--- src/rtl/if_fetch_unit_if.sv ---
// Instruction-memory request bus between the fetch stage and instruction memory.
// Handshake: the master raises imem_req with imem_addr and holds both stable
// until a cycle in which the slave drives imem_ready=1; that cycle completes the
// transaction and imem_rdata is valid in it. Ready in the same cycle as the
// request rise (zero wait state) is legal.
interface if_fetch_unit_if;
  logic        imem_req;
  logic [31:0] imem_addr;
  logic        imem_ready;
  logic [31:0] imem_rdata;

  modport master (
    output imem_req,
    output imem_addr,
    input  imem_ready,
    input  imem_rdata
  );

  modport slave (
    input  imem_req,
    input  imem_addr,
    output imem_ready,
    output imem_rdata
  );
endinterface

--- src/rtl/if_fetch_unit.sv ---
// Instruction-fetch stage: owns the fetch PC, runs one outstanding imem
// transaction at a time and buffers returned words in a 2-entry queue whose
// head feeds IF/ID. Redirects from ID flush the queue and restart fetch.
module if_fetch_unit #(
  parameter logic [31:0] RESET_PC = 32'h0000_0000,
  parameter logic [31:0] NOP_INST = 32'h0000_0000
) (
  input  logic        clk,
  input  logic        rst,
  input  logic        pc_write,
  input  logic        redirect,
  input  logic [31:0] redirect_pc,
  if_fetch_unit_if.master imem,
  output logic [31:0] if_pc,
  output logic [31:0] if_inst,
  output logic        if_valid,
  output logic [1:0]  o_dbg_state,
  output logic [1:0]  o_dbg_count
);

  typedef enum logic [1:0] {
    IDLE    = 2'd0,
    REQ     = 2'd1,
    DISCARD = 2'd2
  } state_t;

  state_t      r_state;
  state_t      w_state_nxt;
  logic [1:0]  r_count;
  logic [31:0] r_fetch_pc;
  logic [31:0] r_addr;
  logic [31:0] r_q_pc   [2];
  logic [31:0] r_q_inst [2];

  logic [31:0] w_fetch_pc_nxt;
  logic [31:0] w_addr_nxt;
  logic [31:0] w_addr_inc;
  logic [31:0] w_redirect_word;
  logic        w_push;
  logic        w_pop;
  logic [1:0]  w_count_post;
  logic [1:0]  w_slot;

  // Fetch addresses are word aligned; the low two bits of a redirect target are ignored.
  assign w_redirect_word = redirect_pc & 32'hFFFF_FFFC;
  assign w_addr_inc      = r_addr + 32'd4;

  // A redirect suppresses both the push of completing data and the head pop.
  assign w_push = (r_state == REQ) && imem.imem_ready && !redirect;
  assign w_pop  = pc_write && (r_count != 2'd0) && !redirect;

  assign w_count_post = redirect ? 2'd0
                                 : (r_count + {1'b0, w_push} - {1'b0, w_pop});

  // New entries land behind whatever survives this cycle's pop.
  assign w_slot = w_pop ? (r_count - 2'd1) : r_count;

  assign imem.imem_req  = (r_state != IDLE);
  assign imem.imem_addr = r_addr;

  assign if_valid = (r_count != 2'd0);
  assign if_pc    = if_valid ? r_q_pc[0]   : 32'h0000_0000;
  assign if_inst  = if_valid ? r_q_inst[0] : NOP_INST;

  assign o_dbg_state = r_state;
  assign o_dbg_count = r_count;

  // Next-state, next request address and next fetch PC; redirect overrides everything.
  always_comb begin
    w_state_nxt    = r_state;
    w_addr_nxt     = r_addr;
    w_fetch_pc_nxt = r_fetch_pc;
    if (redirect) begin
      w_fetch_pc_nxt = w_redirect_word;
      if (r_state == IDLE || imem.imem_ready) begin
        // Nothing in flight, or the in-flight transaction ends now and its data is dropped.
        w_state_nxt = REQ;
        w_addr_nxt  = w_redirect_word;
      end else begin
        // Still waiting: finish the stale transaction first, then fetch the new path.
        w_state_nxt = DISCARD;
      end
    end else begin
      case (r_state)
        IDLE: begin
          if (w_count_post < 2'd2) begin
            w_state_nxt = REQ;
            w_addr_nxt  = r_fetch_pc;
          end
        end
        REQ: begin
          if (imem.imem_ready) begin
            w_fetch_pc_nxt = w_addr_inc;
            if (w_count_post < 2'd2) begin
              w_state_nxt = REQ;
              w_addr_nxt  = w_addr_inc;
            end else begin
              w_state_nxt = IDLE;
            end
          end
        end
        DISCARD: begin
          if (imem.imem_ready) begin
            w_state_nxt = REQ;
            w_addr_nxt  = r_fetch_pc;
          end
        end
        default: begin
          w_state_nxt = IDLE;
        end
      endcase
    end
  end

  // FSM state, request address and fetch PC registers.
  always_ff @(posedge clk or posedge rst) begin
    if (rst) begin
      r_state    <= IDLE;
      r_addr     <= RESET_PC;
      r_fetch_pc <= RESET_PC;
    end else begin
      r_state    <= w_state_nxt;
      r_addr     <= w_addr_nxt;
      r_fetch_pc <= w_fetch_pc_nxt;
    end
  end

  // Queue storage: shift on pop, write the returned word {pc+4, inst} behind the survivors.
  always_ff @(posedge clk or posedge rst) begin
    if (rst) begin
      r_count     <= 2'd0;
      r_q_pc[0]   <= 32'h0000_0000;
      r_q_pc[1]   <= 32'h0000_0000;
      r_q_inst[0] <= NOP_INST;
      r_q_inst[1] <= NOP_INST;
    end else begin
      r_count <= w_count_post;
      if (w_pop) begin
        r_q_pc[0]   <= r_q_pc[1];
        r_q_inst[0] <= r_q_inst[1];
      end
      if (w_push) begin
        r_q_pc[w_slot[0]]   <= w_addr_inc;
        r_q_inst[w_slot[0]] <= imem.imem_rdata;
      end
    end
  end

endmodule

--- src/flat_wrapper.sv ---
// flat-port wrapper written by rule: the top's interface ports become plain ports
module if_fetch_unit_flat 
#(
  parameter logic [31:0] RESET_PC = 32'h0000_0000,
  parameter logic [31:0] NOP_INST = 32'h0000_0000
)
  (clk, rst, pc_write, redirect, redirect_pc, if_pc, if_inst, if_valid, o_dbg_state, o_dbg_count, imem_imem_req, imem_imem_addr, imem_imem_ready, imem_imem_rdata);
  if_fetch_unit_if imem_i ();
  input  logic clk;
  input  logic rst;
  input  logic pc_write;
  input  logic redirect;
  input  logic [31:0] redirect_pc;
  output logic [31:0] if_pc;
  output logic [31:0] if_inst;
  output logic if_valid;
  output logic [1:0] o_dbg_state;
  output logic [1:0] o_dbg_count;
  output wire logic [$bits(imem_i.imem_req)-1:0] imem_imem_req;
  output wire logic [$bits(imem_i.imem_addr)-1:0] imem_imem_addr;
  input wire logic [$bits(imem_i.imem_ready)-1:0] imem_imem_ready;
  input wire logic [$bits(imem_i.imem_rdata)-1:0] imem_imem_rdata;
  assign imem_imem_req = imem_i.imem_req;
  assign imem_imem_addr = imem_i.imem_addr;
  assign imem_i.imem_ready = imem_imem_ready;
  assign imem_i.imem_rdata = imem_imem_rdata;
  if_fetch_unit #(.RESET_PC(RESET_PC), .NOP_INST(NOP_INST)) u_core (.clk(clk), .rst(rst), .pc_write(pc_write), .redirect(redirect), .redirect_pc(redirect_pc), .imem(imem_i), .if_pc(if_pc), .if_inst(if_inst), .if_valid(if_valid), .o_dbg_state(o_dbg_state), .o_dbg_count(o_dbg_count));
endmodule
--- config.mk ---
export PLATFORM = sky130hd
export DESIGN_NAME = if_fetch_unit_flat
export DESIGN_NICKNAME = d
export VERILOG_FILES = /design/src/rtl/if_fetch_unit_if.sv /design/src/rtl/if_fetch_unit.sv /design/src/flat_wrapper.sv
export SDC_FILE = /design/constraint.sdc
export NUM_CORES = 1
export LEC_CHECK = 0
export CAP_MARGIN = 20
export CORE_ASPECT_RATIO = 1.2
export CORE_MARGIN = 2
export CORE_UTILIZATION = 31
export CTS_BUF_LIST = sky130_fd_sc_hd__clkbuf_4
export CTS_CLUSTER_DIAMETER = 80
export DETAILED_ROUTE_END_ITERATION = 7
export DONT_BUFFER_PORTS = 1
export PLACE_DENSITY = 0.51
export SYNTH_ARGS = -nofsm -noshare
export SYNTH_HDL_FRONTEND = slang
export SYNTH_SLANG_ARGS = --single-unit
export TNS_END_PERCENT = 5
--- constraint.sdc ---
create_clock -name clk -period 6.49 [get_ports clk]
set_clock_uncertainty 0.1 [all_clocks]
set_input_delay 1.298 -clock clk [delete_from_list [all_inputs] [get_ports clk]]
set_output_delay 1.298 -clock clk [all_outputs]
set_load 0.01 [all_outputs]
==> run_results.csv, run 1 <==
group,metric,value,unit
synthesis,seq_area_frac_synth,49.52,%
route,drtIter0Drc,487,
timing,timing.slew.headroom,38.17,%
timing,fmax,256.8,MHz
critical_path,rrSetupSlack,2.64,ns
cts,cts-buffers-inserted,17,
critical_path,critical_path.top_delay_family,"simple AND/OR/NAND/NOR gates",
die,fp.dieArea,0.03340,mm2
critical_path,slowest_delay,0.60,ns
critical_path,reg2reg_depth,12,
critical_path,end_kind,"output pin",
synthesis,synth-edff-count,0,
timing,rsz0062_at_grt,"false",
timing,worstMarginPinSlew,0.9275,ns
die,core-area,0.03145,mm2
hold_path,hold_class,"reg -> reg",
grt,grt_pass1_vias,7064,
cts,postCtsHoldBufs,0,
placed_design,gp_congestion,0.7998,
route,drtPass1Iterations,7,
power_and_ir_drop,p_int,2448,uW
timing,timing.final.crit_share,60.00,%
cts,post_cts_resized,0,
synthesis,ys_top_cells_by_count,"dfrtp_1 (196), nand2_1 (131), o21ai_0 (101)",
critical_path,r2r_start,"u_core.o_dbg_state[1]$_DFFE_PP0P_",
power_and_ir_drop,power_frac_clock,15.0,%
synthesis,syn_inst,1025,
cts,path_clk_slew,0.18,ns
power_and_ir_drop,power_frac_seq,51.9,%
grt,grt_max_degree,164,
die,io_pins,171,
critical_path,start_kind,"register",
final_layout,fin_nets,1060,
die,die_h,199.8,um
power_and_ir_drop,combPwrFrac,33.1,%
power_and_ir_drop,leakage,0.004276,uW
critical_path,r2r-end,"u_core.imem.imem_addr[11]$_DFFE_PP0P_",
grt,grtUsageTotal,16.62,%
die,dieWidth,167.2,um
cts,clockBufferDepth,2,
timing,hold_violations,0,
final_layout,final.fill_count,3278,
synthesis,ys_async_sr_fraction,100.0,%
power_and_ir_drop,ir_drop,178.1,uV
cts,cts_root_buf,"clkbuf_4",
flow_run,cap_violations,0,
power_and_ir_drop,swShare,41.59,%
synthesis,synth_area,0.009904,mm2
final_layout,finalInstanceArea,0.01053,mm2
synthesis,yosysTopAreaCell,"dfrtp_1",
critical_path,cp_num_cells,3,
cts,cts_tree,"built",
critical_path,critPathRequiredTime,5.09,ns
synthesis,synthFlopType,"dfrtp_1",
die,std_cell_rows,71,
placed_design,placed_area,0.01026,mm2
synthesis,netlist_top_cells_area,"dfrtp_1 (50%), mux2i_1 (5.9%), o21ai_0 (5.1%), nand2_1 (5.0%), and2_1 (4.2%)",
synthesis,yosys_register_bits,196,
die,start_util,31.50,%
critical_path,crit_start,"u_core.o_dbg_count[1]$_DFF_PP0_",
synthesis,syn_area_per_cell,9.663,um2
synthesis,netlist.area_leader.share,49.52,%
synthesis,synth_most_common_cell,"dfrtp_1",
route,drt-wirelength-per-cell,19.48,um
timing,min_period,3.894,ns
route,drt_wl_total,27350,um
critical_path,criticalPathCategory,"reg -> out",
critical_path,critPathArrivalTime,2.50,ns
power_and_ir_drop,switchingPower,1744,uW
grt,grt_overflow,0,
timing,drv_slew,0,
final_layout,drive_gt1_share,11.68,%
synthesis,synth_nets,1096,
cts,post_cts_buffers,0,
critical_path,path_cells,"or2_2 -> buf_4 -> and2_1",
placed_design,io_buffer_count,0,
timing,tns,0,ns
route,vias,7281,
grt,grt_pass1_wl,43190,um
route,drc,18,
critical_path,crit_buf_inv,1,
synthesis,yosysWarnings,0,
final_layout,utilization,33.49,%
route,avgViaCountPerCell,5.186,
synthesis,synth_cell_types,65,
cts,ctsHtreeMaxLevel,4,
timing,setup_viol_count_final,0,
critical_path,crit_end,"if_pc[17]",
critical_path,cp_max_fo,41,
grt,antenna_found_initial,1,
power_and_ir_drop,powerDensity,398.0,mW/mm2
critical_path,critPathSlowestCell,"dfrtp_1",
route,ant_nets,0,
final_layout,area_delta_synth_final,6.342,%
run_status,status,"complete, but fails checks",
placed_design,hpwl,18360,um
cts,clkLatencyLatePin,0.59,ns
cts,cts.sinks,196,
run_status,violations,"DRC",
[worst reg2reg max path, cell delays in order, from the launching register on]
cell	delay, ns
dfrtp_1	0.71
nand2b_4	0.32
nor2_4	0.04
nand2_1	0.06
buf_4	0.21
inv_1	0.12
ha_4	0.18
inv_1	0.41
a2111oi_4	0.11
nor2_1	0.43
nand2_1	0.38
buf_4	0.32
a221o_1	0.36
[per-layer routing]
| layer | GRT usage (%) | vias up | wire length, um |
|---|---|---|---|
| met4 | 3.671 | 0 | 207 |
| met3 | 4.968 | 13 | 1988 |
| met2 | 25.20 | 191 | 12260 |
| li1 | - | 3487 | - |
| met5 | 0 | - | 0 |
| met1 | 23.51 | 3590 | 12890 |
[kinds of logic (layout without fill, tap and decap cells)]
family	after synthesis	after routing	share of synthesized area, %
flops	196	196	49.52
simple gates	379	379	19.08
buf+inv	81	58	3.651
other cells	0	1	0
mux	94	94	9.955
xor+xnor	31	31	2.817
fa+ha+maj	2	2	0.2526
compound gates	242	242	14.73
[power by group through the flow]
stage	clock network, uW	logic (uW)	registers [uW]
final	630	1390	2180
after floorplan	0	1110	2050
after global placement	0	1370	2200
after CTS	674	1400	2180
after global routing	714	1570	2260
after detailed placement	0	1400	2210
[cells in the final DEF (no fill, tap or decap), types with 4 or more instances in the layout]
cell type,netlist,routed
and4_1,5,5
nor2b_1,19,18
xor2_1,15,15
mux2_2,36,36
buf_4,10,15
dfrtp_1,196,196
nand2_1,131,131
a211oi_1,16,16
nand3_1,15,15
mux2i_1,58,58
a222oi_1,4,4
and2_1,66,65
a21oi_1,61,61
nor2_1,95,94
nand2b_1,4,4
o21ai_0,101,101
o211ai_1,11,11
clkbuf_4,0,17
xnor2_1,15,15
a31oi_1,13,13
nand4_1,8,8
o21ai_1,5,5
and3_1,9,9
inv_1,8,7
clkinv_4,0,6
[final cells by class]
cell class | count | area, um2 | area share, %
Sequential cell | 196 | 4905 | 46.57
Multi-Input combinational cell | 748 | 4663 | 44.27
Tap cell | 401 | 501.7 | 4.764
Timing Repair Buffer | 18 | 172.7 | 1.639
Clock buffer | 17 | 127.6 | 1.212
Clock inverter | 15 | 126.4 | 1.200
Inverter | 8 | 33.78 | 0.3207
Antenna cell | 1 | 2.502 | 0.02376
[worst min path at each step]
stage               cells past startpoint  slack [ns]                                 to                              start
floorplan                               2        0.36  u_core.r_fetch_pc[28]$_DFFE_PP0P_  u_core.r_fetch_pc[28]$_DFFE_PP0P_
global placement                        2        0.38  u_core.r_fetch_pc[28]$_DFFE_PP0P_  u_core.r_fetch_pc[28]$_DFFE_PP0P_
detailed placement                      2        0.39  u_core.r_fetch_pc[28]$_DFFE_PP0P_  u_core.r_fetch_pc[28]$_DFFE_PP0P_
CTS                                     2        0.43  u_core.r_fetch_pc[28]$_DFFE_PP0P_  u_core.r_fetch_pc[28]$_DFFE_PP0P_
global route                            1        0.44                           register                           register
finish                                  2        0.42  u_core.r_fetch_pc[28]$_DFFE_PP0P_  u_core.r_fetch_pc[28]$_DFFE_PP0P_
[through the flow]
step                      instances  setup slack [ns]  power (uW)  hold slack [ns]
after CTS                      1402             2.416        4257           0.4278
after global routing           1404             2.286        4541           0.4412
after floorplan                1025             2.560        3165           0.3601
after global placement         1370             2.146        3566           0.3750
final                          1404             2.596        4192           0.4199
after detailed placement       1370             2.133        3608           0.3866
(Power assumes the default switching activity.)
==> run 2, diff against run 1 <==
==> constraint.sdc (replaced) <==
create_clock -name clk -period 3.2 [get_ports clk]
set_clock_uncertainty 0.1 [all_clocks]
set_input_delay 0.64 -clock clk [delete_from_list [all_inputs] [get_ports clk]]
set_output_delay 0.64 -clock clk [all_outputs]
set_load 0.01 [all_outputs]
==> run_results.csv, run 2 (same netlist as run 1, synthesis figures left out) <==
group,metric,value,unit
cts,path_clk_slew,0.16,ns
grt,grt_overflow,0,
grt,grt_pass1_vias,7258,
critical_path,start_kind,"register",
die,std_cell_rows,71,
critical_path,crit_buf_inv,2,
grt,antenna_found_initial,1,
cts,cts_root_buf,"clkbuf_4",
timing,tns,0,ns
timing,timing.slew.headroom,32.50,%
timing,fin_ws,0.3162,ns
critical_path,rrSetupSlack,0.49,ns
power_and_ir_drop,powerDensity,790.2,mW/mm2
timing,timing.final.crit_share,90.12,%
cts,ctsHtreeMaxLevel,4,
timing,min_period,2.884,ns
timing,drv_slew,0,
critical_path,crit_end,"if_pc[2]",
final_layout,area_delta_synth_final,9.816,%
critical_path,path_cells,"buf_4 -> or2_2 -> buf_4 -> and2_1",
cts,post_cts_resized,0,
hold_path,min_from,"imem_imem_rdata[21]",
run_status,violations,"DRC",
route,drtPass1Iterations,7,
die,io_pins,171,
critical_path,crit_start,"u_core.o_dbg_count[1]$_DFF_PP0_",
placed_design,gp_congestion,0.8024,
placed_design,io_buffer_count,0,
die,dieWidth,167.2,um
cts,clkLatencyLatePin,0.59,ns
cts,post_cts_buffers,0,
grt,grt_pass1_wl,44140,um
critical_path,cp_max_fo,65,
placed_design,place_ws,0.1279,ns
route,drt-wirelength-per-cell,19.63,um
critical_path,critPathSlowestCell,"dfrtp_1",
critical_path,r2r-end,"u_core.imem.imem_addr[11]$_DFFE_PP0P_",
die,fp.dieArea,0.03340,mm2
flow_run,cap_violations,0,
final_layout,final_cell_mix,"dfrtp_1 (196), nand2_1 (131), o21ai_0 (101)",
route,drt_wl_total,28240,um
cts,clockBufferDepth,2,
final_layout,fin_nets,1096,
die,die_h,199.8,um
placed_design,hpwl,18850,um
cts,cts-buffers-inserted,17,
route,vias,7478,
cts,cts_tree,"built",
run_status,status,"complete, but fails checks",
placed_design,placed_cells,1386,
critical_path,critPathRequiredTime,2.46,ns
timing,setup_viol_count_final,0,
critical_path,critical_path.top_delay_family,"simple AND/OR/NAND/NOR gates",
die,core-area,0.03145,mm2
hold_path,hold_class,"in -> reg",
critical_path,slowest_delay,0.40,ns
grt,grtUsageTotal,16.99,%
timing,hold_violations,0,
critical_path,end_kind,"output pin",
route,drtIter0Drc,639,
die,start_util,31.50,%
critical_path,reg2reg_depth,12,
final_layout,final_common_cell,"dfrtp_1",
route,avgViaCountPerCell,5.197,
timing,rsz0062_at_grt,"false",
timing,fmax,346.8,MHz
final_layout,drive_gt1_share,12.63,%
grt,grt_max_degree,114,
route,ant_nets,0,
cts,cts.sinks,196,
timing,worstMarginPinSlew,1.013,ns
critical_path,crit_top_cell,"buf_4",
critical_path,critPathArrivalTime,2.14,ns
route,drc,18,
critical_path,criticalPathCategory,"reg -> out",
power_and_ir_drop,leakage,0.004442,uW
power_and_ir_drop,ir_drop,368.2,uV
critical_path,cp_num_cells,4,
critical_path,r2r_start,"u_core.o_dbg_state[1]$_DFFE_PP0P_",
final_layout,final.fill_count,3248,
final_layout,fin_cells,1439,
==> run 2: cell count changes in the layout (fill, tap and decap cells not counted), sizes merged <==
cell,change
dlygate4sd3,+21
clkinv,-4
buf,+15
clkinvlp,+1
clkbuf,+1
inv,+1
==> run 2: cell type report <==
cell class / count / area, um2 / area share [%]
Timing Repair Buffer: 54 / 533.0 / 4.900
Inverter: 8 / 33.78 / 0.3106
Tap cell: 401 / 501.7 / 4.613
Sequential cell: 196 / 4905 / 45.09
Clock buffer: 18 / 135.1 / 1.242
Clock inverter: 13 / 102.6 / 0.9433
Multi-Input combinational cell: 748 / 4663 / 42.87
Antenna cell: 1 / 2.502 / 0.02301
==> run 2: worst reg2reg max path, stage by stage (launching register included) <==
cell and delay, ns:
dfrtp_1 0.42, nand2b_4 0.21, nor2_4 0.11, nand2_1 0.07, inv_1 0.14, ha_4 0.16
inv_1 0.11, a2111oi_4 0.35, nor2_1 0.20, nand2_1 0.14, buf_4 0.23, nor2_1 0.09
a221o_1 0.29
==> run 2: worst min-delay path by stage <==
stage | endpoint | slack (ns) | cells past startpoint
2_1_floorplan | u_core.r_fetch_pc[28]$_DFFE_PP0P_ | 0.36 | 2
3_5_place_dp | u_core.r_fetch_pc[28]$_DFFE_PP0P_ | 0.38 | 2
5_1_grt | register | 0.002 | 1
6_report | u_core.r_q_inst[53]$_DFF_PP0_ | 0.07 | 2
3_3_place_gp | u_core.r_fetch_pc[29]$_DFFE_PP0P_ | 0.37 | 2
4_1_cts | u_core.r_q_inst[47]$_DFF_PP0_ | 0.0002 | 2
==> run 2: report_power, final <==
| part | switching [uW] | internal [uW] |
|---|---|---|
| clock | 909 | 325 |
| combinational | 1750 | 1250 |
| sequential | 892 | 3470 |
| total | 3550 | 5040 |
==> run 2: repair_timing <==
action / CTS / global route
endpoints found under the setup margin: 0 / 0
hold buffers: 18 / 3
endpoints found under the hold margin: 38 / 4
==> run 2: through the flow <==
step                      hold WS, ns  util [%]  total power, uW  area, um2
after floorplan                0.3601         -             6419       9908
final                         0.07001     34.59             8595      10880
after CTS                   0.0001881     34.48             8720      10840
after global placement         0.3747     33.15             7325      10430
after global routing         0.001817     34.59             9322      10880
after detailed placement       0.3829     33.15             7427      10430
==> run 2: routing by layer <==
metal | up-vias | global-route usage [%] | part of all wire, %
met4 | 0 | 3.800 | 1.2
met1 | 3656 | 23.92 | 45
li1 | 3566 | - | -
met3 | 18 | 4.890 | 8.6
met2 | 238 | 26.02 | 45
met5 | - | 0 | 0
